**src/rtl/fetch_pc_gen.sv**
```systemverilog
// Fetch-PC generator: one aligned fetch block per handshake, slot mask, redirect epoch, IDLE/FAULT holding.
// Latency: redirects and sequential/BTB next-PC appear on PcDate the cycle after they are taken.
// Backpressure: PcStop/!IcacheReady hold the block; ROB/predecode redirects are taken regardless.
module fetch_pc_gen #(
  parameter int                ADDR_W     = 32,
  parameter int                FETCH_W    = 4,
  parameter int                INST_BYTES = 4,
  parameter logic [ADDR_W-1:0] ENTRY_PC   = ADDR_W'(32'h1c000000),
  parameter int                EPOCH_W    = 3,
  parameter int                BOOT_DELAY = 2
) (
  input  logic                       Clk,
  input  logic                       Rest,
  input  logic                       PcStop,
  input  logic                       IcacheReady,
  input  logic                       BtbPredictAble,
  input  logic [ADDR_W-1:0]          BtbPredictPc,
  input  logic [$clog2(FETCH_W)-1:0] BtbPredictSlot,
  input  logic                       PreReDirAble,
  input  logic [ADDR_W-1:0]          PreReDirPc,
  input  logic                       RobReDirAble,
  input  logic [ADDR_W-1:0]          RobReDirPc,
  input  logic                       RobIdleAble,
  input  logic                       WakeUp,
  output logic                       PcAble,
  output logic [ADDR_W-1:0]          PcDate,
  output logic [FETCH_W-1:0]         PcMask,
  output logic [EPOCH_W-1:0]         PcEpoch,
  output logic                       PcAdef
);

  localparam int LOG_IB = $clog2(INST_BYTES);
  localparam int LOG_FW = $clog2(FETCH_W);
  localparam int BLK    = FETCH_W * INST_BYTES;
  localparam int CNT_W  = (BOOT_DELAY > 1) ? $clog2(BOOT_DELAY) : 1;

  localparam logic [ADDR_W-1:0] ALIGN_M   = ADDR_W'(INST_BYTES - 1);
  localparam logic [ADDR_W-1:0] BLK_M     = ADDR_W'(BLK - 1);
  localparam logic [ADDR_W-1:0] BLK_SZ    = ADDR_W'(BLK);
  localparam logic [CNT_W-1:0]  BOOT_LAST = CNT_W'(BOOT_DELAY - 1);

  typedef enum logic [1:0] {BOOT, RUN, IDLE, FAULT} pcState_t;

  pcState_t          state;
  logic [CNT_W-1:0]  bootCnt;

  logic [LOG_FW-1:0] pcOff;
  logic              btbHit;
  logic              fire;
  logic [ADDR_W-1:0] seqPc;
  logic [ADDR_W-1:0] robPcAl, prePcAl, btbPcAl;
  logic              robMis, preMis, btbMis;

  assign pcOff = PcDate[LOG_IB +: LOG_FW];
  assign fire  = PcAble & IcacheReady & ~PcStop;
  assign seqPc = (PcDate & ~BLK_M) + BLK_SZ;

  // A BTB slot before the block's entry offset cannot belong to this fetch, so it is ignored.
  assign btbHit = BtbPredictAble & (BtbPredictSlot >= pcOff);

  // Targets are forced to instruction alignment; the dropped bits flag an ADEF fault.
  assign robPcAl = RobReDirPc & ~ALIGN_M;
  assign prePcAl = PreReDirPc & ~ALIGN_M;
  assign btbPcAl = BtbPredictPc & ~ALIGN_M;
  assign robMis  = |(RobReDirPc & ALIGN_M);
  assign preMis  = |(PreReDirPc & ALIGN_M);
  assign btbMis  = |(BtbPredictPc & ALIGN_M);

  // Slot mask: slots from the entry offset up to and including a taken-predicted branch.
  always_comb begin
    PcMask = '0;
    for (int i = 0; i < FETCH_W; i++) begin
      PcMask[i] = (LOG_FW'(i) >= pcOff) && (!btbHit || (LOG_FW'(i) <= BtbPredictSlot));
    end
  end

  // Control FSM with registered PC, valid, epoch and fault outputs.
  always_ff @(posedge Clk or posedge Rest) begin
    if (Rest) begin
      state   <= BOOT;
      bootCnt <= '0;
      PcAble  <= 1'b0;
      PcDate  <= ENTRY_PC;
      PcEpoch <= '0;
      PcAdef  <= 1'b0;
    end else begin
      // Boot delay runs independently of redirects, which only retarget the PC during BOOT.
      if (state == BOOT) begin
        if (bootCnt == BOOT_LAST) begin
          state  <= RUN;
          PcAble <= 1'b1;
        end else begin
          bootCnt <= bootCnt + CNT_W'(1);
        end
      end

      if (RobReDirAble) begin
        PcDate  <= robPcAl;
        PcAdef  <= robMis;
        PcEpoch <= PcEpoch + EPOCH_W'(1);
        if (state != BOOT) begin
          if (RobIdleAble) begin
            state  <= IDLE;
            PcAble <= 1'b0;
          end else begin
            state  <= RUN;
            PcAble <= 1'b1;
          end
        end
      end else if (PreReDirAble && (state == BOOT || state == RUN)) begin
        PcDate  <= prePcAl;
        PcAdef  <= preMis;
        PcEpoch <= PcEpoch + EPOCH_W'(1);
      end else if (fire && state == RUN) begin
        if (PcAdef) begin
          // The faulting block has been handed over; freeze until the ROB steers us away.
          state  <= FAULT;
          PcAble <= 1'b0;
        end else if (btbHit) begin
          PcDate <= btbPcAl;
          PcAdef <= btbMis;
        end else begin
          PcDate <= seqPc;
          PcAdef <= 1'b0;
        end
      end else if (state == IDLE && WakeUp) begin
        state  <= RUN;
        PcAble <= 1'b1;
      end
    end
  end

endmodule

```
**config.mk**
```make
export PLATFORM = sky130hd
export DESIGN_NAME = fetch_pc_gen
export DESIGN_NICKNAME = d
export VERILOG_FILES = /design/src/rtl/fetch_pc_gen.sv
export SDC_FILE = /design/constraint.sdc
export NUM_CORES = 1
export LEC_CHECK = 0
export CORE_MARGIN = 2
export CORE_UTILIZATION = 38
export DETAILED_ROUTE_END_ITERATION = 10
export GPL_TIMING_DRIVEN = 1
export HOLD_SLACK_MARGIN = 0.15
export PLACE_DENSITY = 0.78
export SYNTH_ARGS = -nofsm -noshare
export SYNTH_HDL_FRONTEND = slang
export SYNTH_SLANG_ARGS = --single-unit
```
**constraint.sdc**
```tcl
create_clock -name Clk -period 3 [get_ports Clk]
set_input_delay 0.75 -clock Clk [delete_from_list [all_inputs] [get_ports Clk]]
set_output_delay 0.75 -clock Clk [all_outputs]
set_load 0.005 [all_outputs]
```
=== Yosys cells after proc, flatten, opt, wreduce, memory -nomap -nowiden ===
Cells that the tools add are included.

* $add $sub $neg: 3
* Magnitude comparators: 9
* Muxes and demuxes: 31
* Equality and inequality tests: 3
* Reductions and logical operators: 21
* Bitwise operators: 4

{| class="wikitable"
|+ Operators with widths
! operator !! number
|-
| $mux W32 || 5
|-
| $add A32 B5 Y32 const B || 1
|-
| $mux W2 || 9
|-
| $mux W1 || 15
|-
| $logic_and A1 B1 Y1 || 7
|-
| $mux W3 || 2
|-
| $reduce_or A2 Y1 || 3
|-
| $logic_or A1 B1 Y1 || 5
|-
| $ge A1 B2 Y1 const A || 2
|-
| $ge A2 B2 Y1 const A || 2
|-
| $le A1 B2 Y1 const A || 2
|-
| $le A2 B2 Y1 const A || 2
|-
| $reduce_bool A2 Y1 || 2
|-
| $add A3 B1 Y3 const B || 1
|-
| $and A1 B1 Y1 || 3
|-
| $ne A3 B2 Y1 const B || 1
|-
| $reduce_bool A3 Y1 || 1
|-
| $eq A2 B1 Y1 const B || 1
|-
| $eq A2 B2 Y1 const B || 1
|-
| $ge A2 B2 Y1 || 1
|-
| $logic_not A2 Y1 || 1
|-
| $reduce_and A2 Y1 || 1
|-
| $add A1 B1 Y1 const B || 1
|-
| $logic_not A1 Y1 || 1
|-
| $not A1 Y1 || 1
|}

* Input port bits: 107
* Register bits: 40
* Output and inout bits: 41
* Logic and storage cells: 77

=== Longest topological paths before layout ===
Gate-level depths: netlist (run 1).

* Depth in word-level cells: 7
* Mapped depth: 9
* Gate-level depth less buffers: 7

=== Least setup slack after synthesis (run 1) ===
Ideal clock, no wire load.

* Path type: input to output
* From: in BtbPredictSlot[0]
* To: out PcMask[1]
* Arrival: 2244 ps
* Setup slack: 6 ps
* Required time: 2250 ps
* Buffers on the path: 2
* Stages on the path: 8
* Path through: inv_1 -> ha_1 -> nor3b_1 -> or2_0 -> clkbuf_1 -> clkbuf_1 -> nor2_1 -> a21oi_1

* Word-level cells in the longest chain between the ends: 5
* Elaborated cells between the ends (all ways): 6
* Those cells by class: 2 x order compare; 1 x bitwise; 3 x reduce/logical

{| class="wikitable"
|+ RTL lines
! item !! RTL line !! source
|-
| start: declaration || 18 || <nowiki>input logic [$clog2(FETCH_W)-1:0] BtbPredictSlot,</nowiki>
|-
| $ge A2 B2 Y1 || 59 || <nowiki>assign btbHit = BtbPredictAble & (BtbPredictSlot >= pcOff);</nowiki>
|-
| $and A1 B1 Y1 || 59 ||
|-
| $logic_not A1 Y1 || 73 || <nowiki>PcMask[i] = (LOG_FW'(i) >= pcOff) && (!btbHit || (LOG_FW'(i) <= BtbPredictSlot));</nowiki>
|-
| $logic_or A1 B1 Y1 (*) || 73 ||
|-
| $logic_and A1 B1 Y1 (*) || 73 ||
|-
| end: declaration || 27 || <nowiki>output logic [FETCH_W-1:0] PcMask,</nowiki>
|}

Mark *: on every way between the ends. The rest lies on a longest branch, timed or not.

=== Worst setup path in the final report (run 1) ===
* From: in BtbPredictSlot[1]
* To: out PcMask[1]

Same word-level chain as after synthesis.

==> reports/qor.yml, run 1 <==
cells_and_area:
  antenna_cells: 0
  final_common_cell: "clkdlybuf4s50_1"
  n_fill_cell: 728
  syn_to_final_growth_pct: 54.9
  layout_common_cells: "clkdlybuf4s50_1 (140), nand2_1 (54), dfrtp_1 (35)"
  finalInstanceArea_um2: 4860
  drive_gt1_share_pct: 9.96
  fin_cells: 657
  final_nets: 662
critical_path:
  crit_family: "buffers and inverters"
  path_cells: "dlygate4sd2_1 > ha_2 > o21ai_2 > or2_1 > nor2_1 > a21oi_1 > dlygate4sd2_1"
  end_kind: "primary output"
  crit_start: "BtbPredictSlot[1]"
  critPathLaunchType: "input port"
  critPathMaxFanout: 2
  arrival_ns: 2.12
  timing.rr.start: "PcDate[4]$_DFFE_PP0P_"
  cp_data_required_time_ns: 2.25
  crit_buf_inv: 2
  cpPeakStageDelay_ns: 0.32
  crit_type: "input port to primary output"
  path_common_cell: "dlygate4sd2_1"
  slowest_stage: "ha_2"
timing:
  fin_crit_sh_pct: 95.8
  whs_ns: 0.494
  rsz0062_at_grt: "false"
  slew_viol_final: 0
  finalHoldViolations: 0
  fmax_mhz: 348
  slew-limit-headroom_pct: 46.0
  clock_skew_ns: 0.00480
  period_needed_ns: 2.87
  tightest_slew_ns: 0.808
  finalSetupViolCount: 0
global_route:
  grt_pass1_vias: 3828
  grt_max_degree: 39
  antenna_found_initial: 0
  track_usage_pct: 26.2
  grt-ovfl-total: 0
  grt_pass1_wl_um: 18600
power_and_ir_drop:
  intPower_uw: 1590
  clkPwrFrac_pct: 14.4
  power_uw: 2630
  switching_share_pct: 39.5
  powerDensity_nw_per_um2: 540
  combPwrFrac_pct: 51.7
  p_sw_uw: 1040
  seqPwrFrac_pct: 33.9
  p_leak_uw: 0.00193
  ir_worst_vdd_mv: 0.332
logic_synthesis:
  avgSynthCellArea_um2: 7.83
  synth_ff_type: "dfrtp_1"
  yosys_register_bits: 38
  yosys_warnings: 0
  synth.distinct_cells: 66
  synthCells: 401
  yosysSeqAreaShare_pct: 30.4
  synth_edf_count: 0
  async_flop_share_pct: 100
  syn_area_um2: 3140
floorplan:
  boundaryPins: 148
  die_h_um: 94.9
  dieArea_um2: 9010
  fp.dieW_um: 94.9
  initial_core_util_pct: 38.8
  coreArea_um2: 8090
  row_count: 33
drt:
  drt_iter0_drc: 262
  ant_nets: 0
  wl_per_cell_um: 17.9
  drtPass1Iterations: 4
  viasPerCell: 5.80
  drc: 0
  routed_wl_um: 11800
  vias: 3813
clock_network:
  hold_buffers: 0
  clockRootBuffer: "clkbuf_8"
  htreeDepth: 2
  numCtsBuffers: 5
  path_clk_slew_ns: 0.07
  clock_tree.buffer_depth: 2
  clock_latency_ns: 0.29
  cts_tree: "done"
  cts.sinks: 38
run_status:
  status: "finished clean"
placed_design:
  place.gp.congestion: 0.953
  dpl.cell_count: 646
  port_buffers: 145
  placed_area_um2: 4720
  dpl.hpwl_um: 8800
hold_path:
  hold_path_startpoint: "PcEpoch[2]$_DFFE_PP0P_"
  hold_class: "flip-flop to flip-flop"
job:
  drv_cap: 0
-- path summary, 6_finish.rpt --
check	end	cells after the start	slack, ns
max reg2reg	PcDate[24]$_DFFE_PP0P_	6	0.68
min reg2reg	PcEpoch[2]$_DFFE_PP0P_	1	0.49
max in group asynchronous	PcDate[27]$_DFFE_PP1P_	3	1.74
min	PcEpoch[2]$_DFFE_PP0P_	1	0.49
max	PcMask[1]	7	0.13
min in group asynchronous	PcDate[25]$_DFFE_PP0P_	3	0.88
-- synth_stat cells, types with 5 or more instances --
master	number	share of area (%)
a21o_1	7	1.7
nor2_1	28	3.3
nor4_1	7	1.4
clkbuf_1	16	1.9
clkbuf_8	7	3.1
nor3_1	13	2.1
o22ai_1	15	3.0
inv_1	13	1.6
xnor2_1	10	2.8
and3_1	5	1.0
a21oi_1	33	5.3
nand2_1	54	6.5
nand4_1	6	1.2
o21ai_0	31	4.9
dfrtp_1	35	28
a2bb2oi_1	5	1.4
nand3_1	10	1.6
a31oi_1	9	1.8
o211ai_1	6	1.4
-- state kept, by name, summed over array words and instances (netlist names) --
name and cells:
PcAble 1, PcAdef 1, PcDate 30, PcEpoch 3
bootCnt 1, state 2
-- layer usage --
metal	track usage, %	up-vias	wire length (um)
met5	0	-	0
met4	7.85	0	144
met3	4.63	13	797
met2	43.7	165	5740
met1	34.7	1841	5070
li1	-	1794	-
-- power groups by stage --
stage | registers (uW) | logic, uW | clock network (uW)
6_report | 890 | 1360 | 378
5_1_grt | 915 | 1490 | 400
4_1_cts | 882 | 1340 | 384
3_5_place_dp | 889 | 1330 | 0
3_3_place_gp | 884 | 1300 | 0
2_1_floorplan | 857 | 685 | 0
-- area by class of cell --
class,count,area (um2),share of cell area (%)
Inverter,13,48.8,1.00
Sequential cell,38,955,19.6
Clock buffer,7,86.3,1.78
Tap cell,105,131,2.70
Multi-Input combinational cell,324,1990,41.0
Clock inverter,1,5.00,0.103
Timing Repair Buffer,169,1650,33.8
-- what timing repair did --
action,in CTS,in global routing
pin swaps,4,1
cloned,0,0
buffers inserted,1,2
resized for setup,8,5
setup endpoints to repair,3,1
-- per-stage QoR --
| step | TNS [ns] | util (%) | setup WS [ns] |
|---|---|---|---|
| after floorplan | 0 | - | 0.00621 |
| after global routing | 0 | 60.1 | 0.0278 |
| final | 0 | 60.1 | 0.125 |
| after global placement | -1.02 | 58.3 | -0.379 |
| after detailed placement | -1.35 | 58.3 | -0.482 |
| after CTS | 0 | 59.6 | 0.000954 |
-- cell families after synthesis --
family	Yosys count	synth area share, %
AO/OA/AOI/OAI	148	31.2
XOR/XNOR	14	3.90
adder cells (fa/ha/maj)	4	1.59
buffers and inverters	40	7.33
flip-flops	38	30.4
multiplexers	2	0.637
other	1	0.119
AND/OR/NAND/NOR	154	24.8
(Power assumes the default switching activity.)
==> inputs of run 2 (changes only) <==
--- a/config.mk
+++ b/config.mk
@@ -5,7 +5,6 @@
 export SDC_FILE = /design/constraint.sdc
 export NUM_CORES = 1
 export LEC_CHECK = 0
-export CORE_MARGIN = 2
 export CORE_UTILIZATION = 38
 export DETAILED_ROUTE_END_ITERATION = 10
 export GPL_TIMING_DRIVEN = 1
==> reports/qor.yml, run 2 (synthesis gave the netlist of run 1 again) <==
global_route:
  track_usage_pct: 27.5  # +1.3 points
  grt-ovfl-total: 0  # unchanged
  grt_pass1_vias: 3796  # -0.84%
  antenna_found_initial: 0  # unchanged
  grt_pass1_wl_um: 18600  # -0.11%
  grt_max_degree: 39  # unchanged
timing:
  fin_crit_sh_pct: 98.0  # +2.2 points
  period_needed_ns: 2.94  # +0.0645 ns
  layout_setup_ws_ns: 0.0606  # -0.0645 ns
  clock_skew_ns: 0.00362  # -0.00118 ns
  slew_viol_final: 0  # unchanged
  rsz0062_at_grt: "true"
  fmax_mhz: 340  # -2.2%
  slew-limit-headroom_pct: 43.3  # -2.7 points
  finalSetupViolCount: 0  # unchanged
  finalHoldViolations: 0  # unchanged
  tightest_slew_ns: 0.848  # +0.0399 ns
  whs_ns: 0.488  # -0.00580 ns
clock_network:
  hold_buffers: 0  # unchanged
  clock_tree.buffer_depth: 2  # unchanged
  path_clk_slew_ns: 0.08  # about the same
  clock_latency_ns: 0.29  # about the same
  htreeDepth: 2  # unchanged
  clockRootBuffer: "clkbuf_8"
  cts_tree: "done"
  cts.sinks: 38  # unchanged
  numCtsBuffers: 5  # unchanged
critical_path:
  path_cells: "clkdlybuf4s50_1 > ha_1 > nor3b_2 > buf_4 > buf_4 > nor2_4 > nand2_1 > dlygate4sd2_1"
  slowest_stage: "clkdlybuf4s50_1"
  ff2ff_path_depth: 6  # unchanged
  critPathLaunchType: "input port"
  arrival_ns: 2.19  # +0.07 ns
  cpPeakStageDelay_ns: 0.50  # +0.18 ns
  crit_family: "buffers and inverters"
  cp_data_required_time_ns: 2.25  # about the same
  critPathMaxFanout: 2  # unchanged
  reg2reg_to: "PcDate[24]$_DFFE_PP0P_"
  crit_buf_inv: 4  # +2
  path_common_cell: "buf_4"
  r2r_slack_ns: 0.69  # about the same
  crit_type: "input port to primary output"
  timing.rr.start: "PcDate[4]$_DFFE_PP0P_"
  end_kind: "primary output"
cells_and_area:
  n_fill_cell: 717  # -1.5%
  reg.largest.list: "PcDate x30, PcEpoch x3, state x2"
  antenna_cells: 0  # unchanged
  post-route-util_pct: 61.8  # +1.7 points
  seq_area_um2: 955  # unchanged
  multi_input_area_um2: 1990  # -0.25%
  fin_cells: 655  # -0.30%
  final_common_cell: "clkdlybuf4s50_1"
  final_nets: 663  # +0.15%
  largest_register_ffs: 30  # unchanged
  layout_common_cells: "clkdlybuf4s50_1 (141), nand2_1 (54), dfrtp_1 (35)"
  regMostFlops: "PcDate"
  syn_to_final_growth_pct: 54.5
  drive_gt1_share_pct: 10.3  # +0.34 points
job:
  drv_cap: 0  # unchanged
drt:
  routed_wl_um: 11900  # +1.2%
  drtPass1Iterations: 4  # unchanged
  vias: 3866  # +1.4%
  wl_per_cell_um: 18.2  # +1.6%
  drt_iter0_drc: 314  # +20%
  viasPerCell: 5.90  # +1.7%
  drc: 0  # unchanged
  ant_nets: 0  # unchanged
floorplan:
  initial_core_util_pct: 40.0  # +1.2 points
  coreArea_um2: 7850  # -3.0%
  row_count: 32  # -3.0%
  fp.dieW_um: 92.9  # -2.1%
  boundaryPins: 148  # unchanged
  dieArea_um2: 8630  # -4.2%
  die_h_um: 92.9  # -2.1%
hold_path:
  hold_path_startpoint: "PcEpoch[2]$_DFFE_PP0P_"
  min_to: "PcEpoch[2]$_DFFE_PP0P_"
  hold_class: "flip-flop to flip-flop"
  hold_path_depth: 1  # unchanged
power_and_ir_drop:
  combPwrFrac_pct: 51.6  # about the same
  ir_worst_vdd_mv: 0.306  # -7.9%
  p_sw_uw: 1040  # +0.62%
  power_uw: 2630  # +0.19%
  p_leak_uw: 0.00194  # +0.44%
  switching_share_pct: 39.7  # +0.17 points
  intPower_uw: 1590  # about the same
  seqPwrFrac_pct: 34.0  # about the same
  clkPwrFrac_pct: 14.3  # about the same
  powerDensity_nw_per_um2: 543  # +0.42%
placed_design:
  dpl.hpwl_um: 8840  # +0.43%
  port_buffers: 145  # unchanged
  place.gp.congestion: 0.896  # -6.0%
  dpl.cell_count: 644  # -0.31%
  dp_slack_ns: -0.435  # +0.0465 ns
run_status:
  status: "finished clean"
-- run 2: repair_timing --
| item | in CTS | in global routing |
|---|---|---|
| resized for setup | 8 | 7 |
| setup endpoints to repair | 3 | 3 |
| cloned | 0 | 0 |
| setup buffers | 2 | 1 |
| pin swaps | 2 | 3 |
-- run 2: layer usage --
| metal | share of wire (%) | track usage (%) | wire [um] |
|---|---|---|---|
| met5 | 0 | 0 | 0 |
| met4 | 1.9 | 8.46 | 230 |
| met3 | 9.1 | 4.02 | 1090 |
| met2 | 48 | 46.8 | 5770 |
| met1 | 40 | 35.9 | 4820 |
-- run 2: worst reg2reg max path, stage by stage, from the launching register on --
cell,delay [ns]
dfrtp_1,0.47
ha_1,0.24
nand3_2,0.22
or4_4,0.58
or4_1,0.52
nand3_1,0.11
o21a_1,0.11
-- run 2: cell type report --
| cell class | instances | share of cell area [%] |
|---|---|---|
| clock buffer | 7 | 1.78 |
| inverter | 13 | 1.01 |
| timing repair buffer | 170 | 33.9 |
| clock inverter | 1 | 0.103 |
| multi-input combinational | 324 | 40.9 |
| tap | 102 | 2.63 |
| sequential | 38 | 19.7 |
-- run 2: how the worst max path moves through the flow --
stage | start | depth (start not counted) | slack [ns] | endpoint
after floorplan | BtbPredictSlot[0] | 8 | 0.006 | PcMask[1]
after global placement | BtbPredictSlot[0] | 8 | -0.38 | PcMask[1]
after detailed placement | BtbPredictSlot[0] | 8 | -0.44 | PcMask[1]
after CTS | BtbPredictSlot[0] | 8 | -0.08 | PcMask[1]
after global routing | BtbPredictSlot[1] | 7 | -0.01 | PcMask[1]
final | BtbPredictSlot[1] | 8 | 0.06 | PcMask[3]
-- run 2: power by group through the flow --
stage	clock (uW)	sequential, uW	combinational, uW
2_1_floorplan	0	857	685
6_report	377	896	1360
4_1_cts	385	887	1350
3_5_place_dp	0	894	1340
5_1_grt	406	923	1480
3_3_place_gp	0	886	1300
-- run 2: stage by stage --
| step | area [um2] | TNS (ns) |
|---|---|---|
| 2_1_floorplan | 3140 | 0 |
| 3_3_place_gp | 4720 | -1.03 |
| 3_5_place_dp | 4720 | -1.26 |
| 4_1_cts | 4830 | -0.0768 |
| 5_1_grt | 4850 | -0.0189 |
| 6_report | 4850 | 0 |
==> inputs of run 3 (changes only) <==
--- a/config.mk
+++ b/config.mk
@@ -7,7 +7,7 @@
 export LEC_CHECK = 0
 export CORE_UTILIZATION = 38
 export DETAILED_ROUTE_END_ITERATION = 10
-export GPL_TIMING_DRIVEN = 1
+export GPL_TIMING_DRIVEN = 0
 export HOLD_SLACK_MARGIN = 0.15
 export PLACE_DENSITY = 0.78
 export SYNTH_ARGS = -nofsm -noshare
==> reports/qor.yml, run 3 (synthesis gave the netlist of run 1 again) <==
run_status:
  status: "finished clean"
power_and_ir_drop:
  p_leak_uw: 0.00196  # +1.1%
  ir_worst_vdd_mv: 0.310  # +1.5%
  powerDensity_nw_per_um2: 567  # +4.4%
cells_and_area:
  largest_register_ffs: 30  # unchanged
  antenna_cells: 0  # unchanged
  regMostFlops: "PcDate"
  final_common_cell: "clkdlybuf4s50_1"
  layout_common_cells: "clkdlybuf4s50_1 (139), nand2_1 (54), dfrtp_1 (35)"
  reg.largest.list: "PcDate x30, PcEpoch x3, state x2"
  final_nets: 672  # +1.4%
  drive_gt1_share_pct: 10.7  # +0.39 points
  syn_to_final_growth_pct: 57.9
floorplan:
  initial_core_util_pct: 40.0  # unchanged
  coreArea_um2: 7850  # unchanged
  row_count: 32  # unchanged
  dieArea_um2: 8630  # unchanged
  fp.dieW_um: 92.9  # unchanged
  die_h_um: 92.9  # unchanged
  boundaryPins: 148  # unchanged
critical_path:
  cp_data_required_time_ns: 2.25  # about the same
  critPathMaxFanout: 10  # +8
  crit_type: "input port to primary output"
  path_cells: "clkbuf_2 > inv_2 > ha_4 > nor3b_4 > buf_4 > nor2_2 > clkbuf_8 > clkbuf_16 > nand2_1 > dlygate4sd2_1"
  slowest_stage: "ha_4"
  arrival_ns: 2.11  # -0.08 ns
  critPathLaunchType: "input port"
  end_kind: "primary output"
  cpPeakStageDelay_ns: 0.24  # -0.26 ns
placed_design:
  port_buffers: 144  # -0.69%
  place.gp.congestion: 0.926  # +3.4%
  dpl.hpwl_um: 9390  # +6.2%
  dp_slack_ns: -1.46  # -1.02 ns
clock_network:
  cts_tree: "done"
  path_clk_slew_ns: 0.09  # about the same
  cts.sinks: 38  # unchanged
  numCtsBuffers: 5  # unchanged
  hold_buffers: 0  # unchanged
  clock_tree.buffer_depth: 2  # unchanged
  clock_latency_ns: 0.30  # about the same
  htreeDepth: 2  # unchanged
  clockRootBuffer: "clkbuf_8"
global_route:
  grt_pass1_wl_um: 20500  # +10%
  track_usage_pct: 30.7  # +3.2 points
  grt_max_degree: 39  # unchanged
  grt_use_met1_pct: 39.2  # +3.3 points
  grt-ovfl-total: 0  # unchanged
  grt_pass1_vias: 4079  # +7.5%
  antenna_found_initial: 0  # unchanged
  grt_use_met3_pct: 6.73  # +2.7 points
  gr-usage-met2_pct: 49.8  # +3.1 points
  grt-busiest-layer: "met2"
drt:
  wl_per_cell_um: 19.9  # +9.3%
  vias: 4025  # +4.1%
  routed_wl_um: 13200  # +11%
  ant_nets: 0  # unchanged
  drtPass1Iterations: 5  # +1
  drt_iter0_drc: 427  # +36%
  viasPerCell: 6.07  # +2.9%
  drc: 0  # unchanged
job:
  drv_cap: 0  # unchanged
timing:
  fmax_mhz: 350  # +2.9%
  fin_crit_sh_pct: 95.2  # -2.8 points
  clock_skew_ns: 0.0143  # +0.0107 ns
  period_needed_ns: 2.86  # -0.0839 ns
  finalSetupViolCount: 0  # unchanged
  slew_viol_final: 0  # unchanged
  rsz0062_at_grt: "false"
  whs_ns: 0.489  # +0.000696 ns
  finalHoldViolations: 0  # unchanged
  slew-limit-headroom_pct: 41.9  # -1.4 points
  tightest_slew_ns: 0.870  # +0.0229 ns
  layout_setup_ws_ns: 0.145  # +0.0839 ns
hold_path:
  hold_class: "flip-flop to flip-flop"
==> run 3: repair_timing <==
action	in CTS	in global routing
setup buffers	8	0
setup endpoints to repair	16	3
gates resized for setup	32	5
pin swaps	3	0
==> run 3: cell type report <==
type	count	area, um2
Buffer	27	224
Tap cell	102	128
Clock buffer	6	82.6
Clock inverter	1	30.0
Multi-Input combinational cell	324	2010
Sequential cell	38	955
Fill cell	719	2890
Inverter	13	48.8
Timing Repair Buffer	152	1480
==> run 3: path summary, 6_finish.rpt <==
kind                                              from                endpoint  slack, ns  depth (start not counted)
worst max-delay path                 BtbPredictSlot[0]               PcMask[3]       0.14                         10
worst min-delay path            PcEpoch[2]$_DFFE_PP0P_  PcEpoch[2]$_DFFE_PP0P_       0.49                          1
worst max register to register      state[0]$_DFF_PP0_   PcDate[3]$_DFFE_PP0P_       0.65                          5
worst min register to register  PcEpoch[2]$_DFFE_PP0P_  PcEpoch[2]$_DFFE_PP0P_       0.49                          1
max in group asynchronous                         Rest      state[1]$_DFF_PP0_       1.49                          2
min in group asynchronous                         Rest   PcDate[7]$_DFFE_PP0P_       0.95                          2
==> run 3: per-stage QoR <==
step	utilization (%)	TNS [ns]	instances	instance area (um2)	total power (uW)
floorplan	-	0	402	3140	1540
global placement	60.1	-10.25	648	4710	2190
detailed placement	60.1	-11.96	648	4710	2240
CTS	63.2	0	663	4960	2770
global route	63.2	0	663	4960	2970
finish	63.2	0	663	4960	2810
==> run 3: report_power, final <==
group	internal, uW	total (uW)	leakage (uW)	switching [uW]
clock network	267	475	0.0000573	208
registers	663	897	0.000435	234
logic	764	1440	0.00147	675
total	1690	2810	0.00196	1120
==> run 3: worst max-delay path: cells and delay by family <==
kind                       cells  cell delay (ns)
buffers and inverters          6             0.83
adders and majority gates      1             0.24
and+or+nand+nor                3             0.27
==> run 3: metal layers <==
metal	share of wire, %	up-vias	routed length (um)
li1	-	1815	-
met1	38	1843	5050
met2	46	320	6100
met3	12	47	1590
met4	3.2	0	418
met5	0	-	0
